==> src/rtl/pong_physics.sv <==
// pong_physics: frame-rate ball/paddle motion, wall and paddle bounces, miss detection.
// Optional macro SPEEDUP_EN: horizontal ball speed steps up on each paddle hit.
`timescale 1ns/1ps
module pong_physics #(
    parameter int unsigned H_RES      = 640,
    parameter int unsigned V_RES      = 480,
    parameter int unsigned BORDER     = 10,
    parameter int unsigned BALL_SIZE  = 10,
    parameter int unsigned PAD_W      = 8,
    parameter int unsigned PAD_H      = 96,
    parameter int unsigned PAD_OFFSET = 20,
    parameter int unsigned BALL_SPEED = 2,
    parameter int unsigned PAD_SPEED  = 2,
    parameter int unsigned MAX_SPEED  = 6
) (
    input  logic       clk_pix,
    input  logic       reset,
    input  logic       frame_tick,
    input  logic       serve,
    input  logic       serve_side,
    input  logic       launch,
    input  logic       p1_up,
    input  logic       p1_down,
    input  logic       p2_up,
    input  logic       p2_down,
    output logic [9:0] ball_x,
    output logic [9:0] ball_y,
    output logic [9:0] p1_y,
    output logic [9:0] p2_y,
    output logic [1:0] state,
    output logic       paddle_hit,
    output logic       miss_left,
    output logic       miss_right
);

    localparam int unsigned P1_EDGE  = BORDER + PAD_OFFSET + PAD_W;
    localparam int unsigned P2_EDGE  = H_RES - P1_EDGE;
    localparam int unsigned PAD_MAX  = V_RES - BORDER - PAD_H;
    localparam int unsigned Y_MAX    = V_RES - BORDER - BALL_SIZE;
    localparam int unsigned X_MISS   = H_RES - BORDER - BALL_SIZE;
    localparam int unsigned SERVE_DY = PAD_H / 2 - BALL_SIZE / 2;

    localparam logic [9:0] BALL_X0 = 10'((H_RES - BALL_SIZE) / 2);
    localparam logic [9:0] BALL_Y0 = 10'((V_RES - BALL_SIZE) / 2);
    localparam logic [9:0] PAD_Y0  = 10'((V_RES - PAD_H) / 2);
    // Starting speed never exceeds the ceiling, so the saturating step stays monotonic.
    localparam logic [2:0] BASE_SPD = 3'((BALL_SPEED > MAX_SPEED) ? MAX_SPEED : BALL_SPEED);

    typedef enum logic [1:0] {
        IDLE  = 2'd0,
        SERVE = 2'd1,
        PLAY  = 2'd2,
        MISS  = 2'd3
    } state_t;

    state_t     state_q, state_d;
    logic [9:0] ball_x_q, ball_x_d, ball_y_q, ball_y_d;
    logic [9:0] p1_q, p1_d, p2_q, p2_d;
    logic       dx_q, dx_d, dy_q, dy_d;
    logic       hit_q, hit_d, miss_l_q, miss_l_d, miss_r_q, miss_r_d;
    logic [2:0] hspd;

`ifdef SPEEDUP_EN
    logic [2:0] spd_q, spd_d;
    assign hspd = spd_q;
`else
    assign hspd = BASE_SPD;
`endif

    function automatic logic [9:0] pad_next(input logic [9:0] p, input logic up, input logic dn);
        logic [9:0] r;
        r = p;
        if (up)
            r = (p <= 10'(BORDER + PAD_SPEED)) ? 10'(BORDER) : p - 10'(PAD_SPEED);
        else if (dn)
            r = (p + 10'(PAD_SPEED) >= 10'(PAD_MAX)) ? 10'(PAD_MAX) : p + 10'(PAD_SPEED);
        return r;
    endfunction

    logic       pads_live, serving;
    logic [9:0] p1_nx, p2_nx, serve_y;

    assign pads_live = (state_q == SERVE) || (state_q == PLAY);
    assign p1_nx     = pads_live ? pad_next(p1_q, p1_up, p1_down) : p1_q;
    assign p2_nx     = pads_live ? pad_next(p2_q, p2_up, p2_down) : p2_q;
    assign serve_y   = (serve_side ? p2_nx : p1_nx) + 10'(SERVE_DY);
    assign serving   = (state_q == SERVE) ||
                       (((state_q == IDLE) || (state_q == MISS)) && serve);

    // Horizontal geometry in 11 bits so edge sums never wrap.
    logic [10:0] bx, by, pa1, pa2, spd11, nx_l, nx_r;
    logic        ov1, ov2, hit_l, hit_r, out_l, out_r, hit_now, miss_now;

    assign bx    = {1'b0, ball_x_q};
    assign by    = {1'b0, ball_y_q};
    assign pa1   = {1'b0, p1_q};
    assign pa2   = {1'b0, p2_q};
    assign spd11 = {8'd0, hspd};
    assign nx_l  = bx - spd11;
    assign nx_r  = bx + spd11;

    assign ov1   = (by + 11'(BALL_SIZE) > pa1) && (by < pa1 + 11'(PAD_H));
    assign ov2   = (by + 11'(BALL_SIZE) > pa2) && (by < pa2 + 11'(PAD_H));
    assign hit_l = (nx_l <= 11'(P1_EDGE)) && (bx >= 11'(P1_EDGE)) && ov1;
    assign out_l = (nx_l <= 11'(BORDER));
    assign hit_r = (nx_r + 11'(BALL_SIZE) >= 11'(P2_EDGE)) &&
                   (bx + 11'(BALL_SIZE) <= 11'(P2_EDGE)) && ov2;
    assign out_r = (nx_r >= 11'(X_MISS));

    assign hit_now  = dx_q ? hit_l : hit_r;
    assign miss_now = dx_q ? (out_l && !hit_l) : (out_r && !hit_r);

    logic [9:0] ny;
    logic       ndy;

    always_comb begin
        ny  = ball_y_q;
        ndy = dy_q;
        if (!dy_q) begin
            if (ball_y_q + 10'(BALL_SPEED) >= 10'(Y_MAX)) begin
                ny  = 10'(Y_MAX);
                ndy = 1'b1;
            end else begin
                ny = ball_y_q + 10'(BALL_SPEED);
            end
        end else begin
            if (ball_y_q <= 10'(BORDER + BALL_SPEED)) begin
                ny  = 10'(BORDER);
                ndy = 1'b0;
            end else begin
                ny = ball_y_q - 10'(BALL_SPEED);
            end
        end
    end

    always_comb begin
        state_d  = state_q;
        ball_x_d = ball_x_q;
        ball_y_d = ball_y_q;
        p1_d     = p1_q;
        p2_d     = p2_q;
        dx_d     = dx_q;
        dy_d     = dy_q;
        hit_d    = 1'b0;
        miss_l_d = 1'b0;
        miss_r_d = 1'b0;
`ifdef SPEEDUP_EN
        spd_d    = spd_q;
`endif
        if (frame_tick) begin
            p1_d = p1_nx;
            p2_d = p2_nx;
            if (serving) begin
                ball_x_d = serve_side ? 10'(P2_EDGE - BALL_SIZE) : 10'(P1_EDGE);
                ball_y_d = serve_y;
                dx_d     = serve_side;
                dy_d     = 1'b0;
`ifdef SPEEDUP_EN
                spd_d    = BASE_SPD;
`endif
                state_d  = ((state_q == SERVE) && launch) ? PLAY : SERVE;
            end else if (state_q == PLAY) begin
                // A miss freezes the ball even when a wall bounce would coincide.
                if (miss_now) begin
                    state_d  = MISS;
                    miss_l_d = dx_q;
                    miss_r_d = !dx_q;
                end else begin
                    ball_y_d = ny;
                    dy_d     = ndy;
                    if (hit_now) begin
                        ball_x_d = dx_q ? 10'(P1_EDGE) : 10'(P2_EDGE - BALL_SIZE);
                        dx_d     = !dx_q;
                        hit_d    = 1'b1;
`ifdef SPEEDUP_EN
                        spd_d    = (spd_q >= 3'(MAX_SPEED)) ? 3'(MAX_SPEED) : spd_q + 3'd1;
`endif
                    end else begin
                        ball_x_d = dx_q ? nx_l[9:0] : nx_r[9:0];
                    end
                end
            end
        end
    end

    always_ff @(posedge clk_pix) begin
        if (reset) begin
            state_q  <= IDLE;
            ball_x_q <= BALL_X0;
            ball_y_q <= BALL_Y0;
            p1_q     <= PAD_Y0;
            p2_q     <= PAD_Y0;
            dx_q     <= 1'b0;
            dy_q     <= 1'b0;
            hit_q    <= 1'b0;
            miss_l_q <= 1'b0;
            miss_r_q <= 1'b0;
`ifdef SPEEDUP_EN
            spd_q    <= BASE_SPD;
`endif
        end else begin
            state_q  <= state_d;
            ball_x_q <= ball_x_d;
            ball_y_q <= ball_y_d;
            p1_q     <= p1_d;
            p2_q     <= p2_d;
            dx_q     <= dx_d;
            dy_q     <= dy_d;
            hit_q    <= hit_d;
            miss_l_q <= miss_l_d;
            miss_r_q <= miss_r_d;
`ifdef SPEEDUP_EN
            spd_q    <= spd_d;
`endif
        end
    end

    assign ball_x     = ball_x_q;
    assign ball_y     = ball_y_q;
    assign p1_y       = p1_q;
    assign p2_y       = p2_q;
    assign state      = state_q;
    assign paddle_hit = hit_q;
    assign miss_left  = miss_l_q;
    assign miss_right = miss_r_q;

endmodule

==> config.mk <==
export PLATFORM = sky130hd
export DESIGN_NAME = pong_physics
export DESIGN_NICKNAME = d
export VERILOG_FILES = /design/src/rtl/pong_physics.sv
export SDC_FILE = /design/constraint.sdc
export NUM_CORES = 1
export LEC_CHECK = 0
export BUFFER_PORTS_ARGS = -buffer_cell sky130_fd_sc_hd__buf_4
export CAP_MARGIN = 0
export CORE_MARGIN = 5
export CORE_UTILIZATION = 53
export DETAILED_ROUTE_END_ITERATION = 8
export MAX_ROUTING_LAYER = met4
export PLACE_DENSITY = 0.72
export SLEW_MARGIN = 20
export SYNTH_ARGS = -nofsm -noshare
export SYNTH_HDL_FRONTEND = slang
export SYNTH_SLANG_ARGS = --single-unit
==> constraint.sdc <==
create_clock -name clk_pix -period 4.3 [get_ports clk_pix]
set_clock_uncertainty 0.1 [all_clocks]
set_input_delay 1.29 -clock clk_pix [delete_from_list [all_inputs] [get_ports clk_pix]]
set_output_delay 1.29 -clock clk_pix [all_outputs]
set_load 0.05 [all_outputs]
==> qor.yml, run 1 <==
outcome:
  run_status: "finished, final reports clean"
die:
  io_pins: 55
  die_x_um: 123
  die_area_um2: 15200
  num_rows: 41
  die_h_um: 123
  core-area_um2: 12600
  start_util_pct: 54.1
placement:
  port_buffers: 54
  gp_congestion: 0.985
  dpl.hpwl_um: 17900
  post_dp_cell_area_um2: 7520
synthesis:
  ys_ff_latch: 47
  netlist_top_cells_area: "dfxtp_1, ha_1, a21oi_1"
  synth_edf_count: 0
  syn_inst: 976
  yosys.area.top_type: "dfxtp_1"
  ys_warn_count: 0
  async_flop_share_pct: 0
  syn_nets: 1051
  ys_seq_area_share_pct: 13.8
  synth_top_flop_cell: "dfxtp_1"
  syn_avg_cell_area_um2: 6.99
  yosys.cell_types.count: 82
  synth.top_cell.area_share_pct: 13.8
  synth_area_um2: 6830
global_route:
  grt_first_pass_wirelength_um: 38400
  grtUsageMet3_pct: 5.12
  grt.total_usage_pct: 32.4
  met1_usage_pct: 43.8
  grt_pass1_vias: 7204
  met2_usage_pct: 48.9
  globalRoute.busiestLayer: "met2"
  antenna_found_initial: 0
  grt-ovfl-total: 0
  grt_max_degree: 38
cells_and_area:
  drive_gt1_share_pct: 13.0
  fill_cells: 1200
  postLayoutCellArea_um2: 7710
  antennaDiodeCount: 0
  fin_nets: 1086
  area_growth_pct: 12.9
route:
  antenna_left: 0
  routedWlPerCell_um: 20.2
  routed_wirelength_um: 23900
  drcViolationCount: 0
  drt_iter0_drc: 1014
  vias_per_cell: 6.74
  drt_first_pass_iters: 6
  num_vias: 7978
timing:
  worstMarginPinSlew_ps: 708
  rsz0062_at_grt: "false"
  post-route-period-util_pct: 92.2
  max_freq_mhz: 252
  slew-limit-headroom_pct: 52.7
  hold_viol: 0
  report.final.slew_viol_count: 0
  final.setup.tns_ps: 0
  post-route-min-period_ps: 3960
  finalSetupViolations: 0
setup_path:
  worstReg2RegEnd: "ball_y[0]"
  startpoint_type: "register"
  worstPathMaxFanout: 18
  critPathKind: "reg2reg"
  cp-end-kind: "register"
  reg2reg_slack_ps: 340
  r2r-start: "ball_y[2]"
  crit_arrival_ps: 4060
  cp.required_ps: 4400
  reg2reg_depth: 14
power:
  pwr-share-clk_pct: 16.0
  internal_power_mw: 1.61
  seq_power_share_pct: 19.3
  combPwrFrac_pct: 64.8
  p_switching_mw: 1.66
  total_power_mw: 3.28
  p_leak_nw: 3.09
  ir_worst_vdd_v: 0.000275
  power.density_nw_per_um2: 425
  swShare_pct: 50.8
min_path:
  hold_path_class: "reg2reg"
  min_delay_path_depth: 2
  hold-path-endpoint: "state[0]"
  hold_start: "state[0]"
clock_tree:
  post_cts_buffers: 0
  cts_buffers: 5
  clkLatencyLatePin_ps: 300
  cts_resized: 0
  cts_root_buf: "clkbuf_16"
  h-tree-depth: 2
  cts.clk_slew.worst_paths_ps: 70
  clockBufferDepth: 2
  ctsHoldBuffers: 0
  clock_sinks: 47
  cts_tree: "yes"
flow_run:
  maxCapViolations: 0
[power by group through the flow]
stage	clock network [mW]	logic (mW)	registers (mW)
after detailed placement	0	2.07	0.636
after CTS	0.524	2.08	0.627
final	0.523	2.12	0.631
after floorplan	0	1.33	0.770
after global routing	0.541	2.32	0.641
after global placement	0	2.06	0.635
[synth_stat cells, drive strengths merged, types with 5 or more instances]
| cell type | n |
|---|---|
| a211o | 6 |
| a211oi | 24 |
| a21boi | 5 |
| a21o | 12 |
| a21oi | 78 |
| a311oi | 8 |
| a31oi | 17 |
| a32oi | 6 |
| and2 | 8 |
| and3 | 16 |
| and4 | 5 |
| buf | 19 |
| clkbuf | 55 |
| dfxtp | 47 |
| ha | 65 |
| inv | 43 |
| mux2i | 5 |
| nand2 | 64 |
| nand2b | 12 |
| nand3 | 38 |
| nand4 | 21 |
| nor2 | 99 |
| nor2b | 12 |
| nor3 | 30 |
| nor4 | 8 |
| o2111ai | 6 |
| o211ai | 20 |
| o21a | 9 |
| o21ai | 63 |
| o22ai | 14 |
| o2bb2ai | 5 |
| o31ai | 17 |
| or2 | 6 |
| or3 | 8 |
| or4 | 7 |
| xnor2 | 26 |
| xor2 | 14 |
[metal layers]
layer | wire length, µm | part of all wire (%)
met1 | 10100 | 42
met3 | 2230 | 9.3
met2 | 10700 | 45
met5 | 0 | 0
met4 | 852 | 3.6
[cell families (layout without fill, tap and decap cells)]
logic type | count (synthesis) | after routing | share of synthesized area (%)
AND/OR/NAND/NOR | 352 | 352 | 26.4
AO/OA/AOI/OAI | 347 | 347 | 34.9
buffers and inverters | 118 | 154 | 6.84
adder cells (fa/ha/maj) | 65 | 65 | 11.9
flip-flops | 47 | 47 | 13.8
XOR/XNOR | 40 | 40 | 5.13
multiplexers | 7 | 7 | 1.06
[critical path, stage by stage (launching register included)]
cell,delay [ps]
dfxtp_1,400
ha_1,230
o21ai_0,320
nor2_1,110
xor2_1,180
ha_1,330
a21oi_1,80
o21ai_0,150
nor3_1,60
a221o_1,360
a21o_1,210
o21ai_0,360
a31o_2,490
nand3_1,180
o311ai_0,300
[final cells by class]
type	count	area, µm²	share of cell area (%)
multi-input cells	811	5420	70.3
well taps	172	215	2.79
clock buffers	6	129	1.67
clock inverters	2	60.1	0.779
inverters	44	165	2.14
flip-flops and latches	47	941	12.2
repair buffers	102	778	10.1
[state kept, by name, indices dropped and copies added (netlist names)]
register    flops
dx_q            1
dy_q            1
p1_y           10
paddle_hit      1
miss_right      1
state           2
ball_y         10
p2_y           10
miss_left       1
ball_x         10
[per-stage QoR]
step / hold WS [ps] / setup WS (ps) / utilization, % / cells
after detailed placement: 405 / 391 / 59.6 / 1176
after global placement: 404 / 427 / 59.6 / 1176
after floorplan: 461 / 120 / - / 976
after global routing: 441 / 87.7 / 61.1 / 1184
final: 418 / 337 / 61.1 / 1184
after CTS: 417 / 392 / 61.1 / 1184
[worst max path at each step]
stage / startpoint / end / slack, ps / depth (start not counted)
floorplan: ball_y[2] / ball_y[7] / 120 / 18
global placement: p1_up / ball_y[6] / 430 / 11
detailed placement: p1_up / ball_y[7] / 390 / 9
CTS: ball_y[2] / ball_x[8] / 390 / 15
global route: ball_y[2] / ball_y[0] / 90 / 14
finish: ball_y[2] / ball_y[0] / 340 / 14
[cell usage in the layout (no fill, tap or decap), types with 12 or more instances in the layout]
master	count
nor3_1	30
a211oi_1	24
o22ai_1	14
and3_1	15
buf_4	101
ha_1	65
a31oi_1	17
a21oi_1	78
o211ai_1	19
nand3_1	38
nor2b_1	12
xnor2_1	26
a21o_1	12
dfxtp_1	47
o21ai_0	61
o31ai_1	16
xor2_1	14
inv_1	40
nand4_1	21
nand2_1	64
nor2_1	98
nand2b_1	12
Power figures use the tool's default switching activity.
==> run 2, diff against run 1 <==
SETUP_SLACK_MARGIN = 0.5   (was default)
==> run 2 against run 1 <==
Clock power fell by 13%. Worst hold slack lost 5.2 ps. Power down 1.1%. Cell area up 1.3%. Register-to-register slack improved by 260 ps. Clock-buffer cell count stayed put. Combinational power hardly changed. Die area is the same. Non-clock buffer count increased by 6. Critical endpoint is now ball_y[7]. Largest cell class unchanged.
==> qor.yml, run 2 (same netlist as run 1, synthesis figures left out) <==
power:
  seq_power_share_pct: 20.9
  p_leak_nw: 3.11
  pwr-share-clk_pct: 14.0
  p_switching_mw: 1.67
  swShare_pct: 51.7
  power.density_nw_per_um2: 415
  ir_worst_vdd_v: 0.000260
  internal_power_mw: 1.57
  combPwrFrac_pct: 65.0
  total_power_mw: 3.24
die:
  die_x_um: 123
  die_h_um: 123
  core-area_um2: 12600
  start_util_pct: 54.1
  io_pins: 55
  num_rows: 41
  die_area_um2: 15200
route:
  routed_wirelength_um: 24600
  vias_per_cell: 6.76
  num_vias: 8047
  antenna_left: 0
  drt_first_pass_iters: 7
  routedWlPerCell_um: 20.7
  drt_iter0_drc: 1203
  drcViolationCount: 0
cells_and_area:
  antennaDiodeCount: 0
  fin_nets: 1092
  fin_cells: 1190
  postLayoutCellArea_um2: 7800
  fill_cells: 1240
  drive_gt1_share_pct: 15.7
  final_cell_mix: "buf_4, nor2_1, a21oi_1"
  layout_commonest_cell: "buf_4"
  area_growth_pct: 14.3
clock_tree:
  cts_buffers: 5
  clockBufferDepth: 2
  cts.clk_slew.worst_paths_ps: 70
  clock_sinks: 47
  clkLatencyLatePin_ps: 290
  cts_root_buf: "clkbuf_16"
  h-tree-depth: 2
  ctsHoldBuffers: 0
  cts_tree: "yes"
setup_path:
  cp-end-kind: "register"
  startpoint: "p2_y[7]"
  worstPathMaxFanout: 13
  crit_arrival_ps: 3830
  startpoint_type: "register"
  critPathKind: "reg2reg"
  r2r-start: "p2_y[7]"
  cp.required_ps: 4430
flow_run:
  maxCapViolations: 0
placement:
  dp_cells: 1182
  place_ws_ps: 147
  dpl.hpwl_um: 18500
  post_dp_cell_area_um2: 7590
  gp_congestion: 1.01
  port_buffers: 54
timing:
  rsz0062_at_grt: "true"
  report.final.slew_viol_count: 0
  max_freq_mhz: 270
  post-route-min-period_ps: 3700
  setup_slack_ps: 601
  hold_viol: 0
  finalSetupViolations: 0
  final.setup.tns_ps: 0
  worstMarginPinSlew_ps: 731
  slew-limit-headroom_pct: 51.2
  post-route-period-util_pct: 86.0
global_route:
  antenna_found_initial: 0
  grt_first_pass_wirelength_um: 38600
  grt_pass1_vias: 7051
  grt_max_degree: 38
  grt-ovfl-total: 0
  grt.total_usage_pct: 32.7
min_path:
  hold_path_class: "reg2reg"
  hold_start: "state[1]"
outcome:
  run_status: "finished, final reports clean"
run 2: area by class of cell:
cell class,instances,area (µm²),share of cell area [%]
Clock inverter,2,37.5,0.481
Inverter,44,165,2.12
Multi-Input combinational cell,811,5460,69.9
Clock buffer,6,129,1.65
Tap cell,172,215,2.76
Timing Repair Buffer,108,823,10.5
Sequential cell,47,976,12.5
run 2: timing repair:
item                       4_1_cts  5_1_grt
pin swaps                        0        1
setup endpoints to repair        9       21
setup buffers                    0        0
gates resized for setup          2       16
hold endpoints to repair         0        0
run 2: final timing paths:
kind | end | slack (ps) | cells after the start
worst min register to register | state[1] | 410 | 2
worst max register to register | ball_y[7] | 600 | 10
worst min-delay path | state[1] | 410 | 2
worst max-delay path | ball_y[7] | 600 | 10
run 2: layer usage:
metal / part of all wire (%) / vias up / global-route usage (%) / wire (µm)
met2: 45 / 504 / 49.4 / 11000
met3: 9.6 / 71 / 4.85 / 2360
met5: 0 / - / - / 0
li1: - / 3767 / - / -
met4: 3.3 / 0 / 9.76 / 805
met1: 42 / 3705 / 45.4 / 10400
run 2: power groups by stage:
stage	clock network, mW	registers, mW	logic [mW]
after floorplan	0	0.777	1.33
after global placement	0	0.678	2.03
after detailed placement	0	0.678	2.04
after CTS	0.463	0.669	2.05
after global routing	0.478	0.693	2.29
final	0.455	0.678	2.11
run 2: critical path: stages, from the launching register on:
cell and delay, ps:
dfxtp_1 450, buf_4 230, or4_4 560, o31ai_4 520, o311a_1 410, o32ai_4 180
o32ai_1 300, buf_4 180, a31oi_1 160, a2111o_1 450, nand3_1 90
run 2: per-stage QoR:
stage / hold WS [ps] / utilization [%]
6_report: 412 / 61.8
4_1_cts: 418 / 61.5
3_3_place_gp: 404 / 60.1
3_5_place_dp: 408 / 60.1
5_1_grt: 451 / 61.8
2_1_floorplan: 461 / -
==> run 3, diff against run 2 <==
CORE_UTILIZATION = 35   (was 53)
PLACE_DENSITY = default   (was 0.72)
==> run 3 against run 2 <==
Sequential cell count unchanged. Non-clock buffer count decreased by 9. Cell area increased by 0.80%. First-iteration DRC count decreased by 29%. Setup slack improved by 71 ps. Power about the same. Critical path depth increased by 4. Die area increased by 47%. Wire length increased by 2.4%. Combinational power about the same. Maximum frequency increased by 2.0%. Critical endpoint is now ball_x[8].
==> qor.yml, run 3 (same netlist as run 1, synthesis figures left out) <==
die:
  core-area_um2: 19300
  num_rows: 51
  die_area_um2: 22400
  start_util_pct: 35.3
  die_x_um: 150
  die_h_um: 150
  io_pins: 55
setup_path:
  slowest_delay_ps: 370
  worstPathMaxFanout: 14
  path_cells: "inv_1, ha_1, xor2_1, ha_1, a21o_1, a211o_1, a31oi_1, nor2_1, o31a_1, o31ai_4, a31oi_1, buf_4, a31o_2, a221o_1"
  cp.required_ps: 4400
  cp-end-kind: "register"
  critPathKind: "reg2reg"
  slowest_stage: "o31ai_4"
  startpoint_type: "register"
  crit_arrival_ps: 3730
cells_and_area:
  layout_commonest_cell: "buf_4"
  fin_nets: 1083
  final_cell_mix: "buf_4, nor2_1, a21oi_1"
  area_growth_pct: 15.2
  fin_cells: 1274
  drive_gt1_share_pct: 15.6
  antennaDiodeCount: 0
flow_run:
  maxCapViolations: 0
timing:
  finalSetupViolations: 0
  worstMarginPinSlew_ps: 579
  slew-limit-headroom_pct: 61.0
  post-route-min-period_ps: 3630
  report.final.slew_viol_count: 0
  hold_viol: 0
  rsz0062_at_grt: "true"
  final.setup.tns_ps: 0
  setup_slack_ps: 672
  post-route-period-util_pct: 84.4
  max_freq_mhz: 276
global_route:
  grt_first_pass_wirelength_um: 40200
  grt_pass1_vias: 7143
  grt.total_usage_pct: 22.9
  antenna_found_initial: 0
  grt_max_degree: 38
  grt-ovfl-total: 0
route:
  routed_wirelength_um: 25200
  drcViolationCount: 0
  vias_per_cell: 6.15
  drt_first_pass_iters: 6
  routedWlPerCell_um: 19.8
  antenna_left: 0
  num_vias: 7833
  drt_iter0_drc: 858
clock_tree:
  post_cts_buffers: 0
  clockBufferDepth: 2
  cts.clk_slew.worst_paths_ps: 70
  cts_root_buf: "clkbuf_16"
  clock_sinks: 47
  cts_tree: "yes"
  cts_buffers: 5
  h-tree-depth: 2
  ctsHoldBuffers: 0
  clkLatencyLatePin_ps: 310
min_path:
  hold_path_class: "reg2reg"
placement:
  place_ws_ps: 308
  gp_congestion: 1.00
  dpl.hpwl_um: 18900
  dp_cells: 1266
  port_buffers: 54
outcome:
  run_status: "finished, final reports clean"
power:
  ir_worst_vdd_v: 0.000204
  p_leak_nw: 3.06
  power.density_nw_per_um2: 412
[run 3: cell types whose count changed in the layout (fill, tap and decap cells not counted), sizes merged]
cell,before,now
inv,43,44
bufinv,1,0
buf,108,99
[run 3: critical path, delay by kind of cell (launching register included)]
family,cells,cell delay [ps]
AOI/OAI and AO/OA,8,1820
xor gates and xnor gates,1,200
buffers and inverters,2,460
adders and majority gates,2,560
and+or+nand+nor,1,70
DFF,1,320
[run 3: final cells by class]
cell class	count	area (µm²)
Tap cell	265	332
Sequential cell	47	973
Inverter	44	165
Multi-Input combinational cell	811	5490
Fill cell	2043	11500
Clock inverter	2	16.3
Clock buffer	6	150
Timing Repair Buffer	99	743
[run 3: path summary, 6_finish.rpt]
kind                                from         to  slack [ps]  cells after the start
worst max-delay path             p1_y[5]  ball_x[8]         670                     14
worst max register to register   p1_y[5]  ball_x[8]         670                     14
worst min-delay path            state[1]   state[1]         410                      2
worst min register to register  state[1]   state[1]         410                      2
[run 3: timing repair]
item,CTS,global route
resized for setup,3,18
endpoints found under the setup margin,7,19
cloned,0,0
[run 3: per-layer routing]
metal  vias to the layer above  global-route usage (%)  part of all wire [%]
li1                       3757                       -                     -
met1                      3686                    32.0                    46
met2                       344                    33.6                    44
met3                        46                    3.36                   7.1
met4                         0                    8.28                   3.2
met5                         -                       -                     0
[run 3: power by group]
| group | total [mW] | switching (mW) | internal [mW] | leakage, nW |
|---|---|---|---|---|
| clock network | 0.460 | 0.206 | 0.254 | 0.0786 |
| logic | 2.12 | 1.34 | 0.782 | 2.59 |
| registers | 0.656 | 0.153 | 0.503 | 0.388 |
[run 3: stage by stage]
stage               hold WS [ps]  cell area (µm²)  power [mW]  utilization (%)
floorplan                    461             6850        2.11                -
global placement             397             7620        2.71             39.4
detailed placement           401             7620        2.71             39.4
CTS                          414             7800        3.19             40.4
global route                 460             7870        3.48             40.7
finish                       408             7870        3.24             40.7
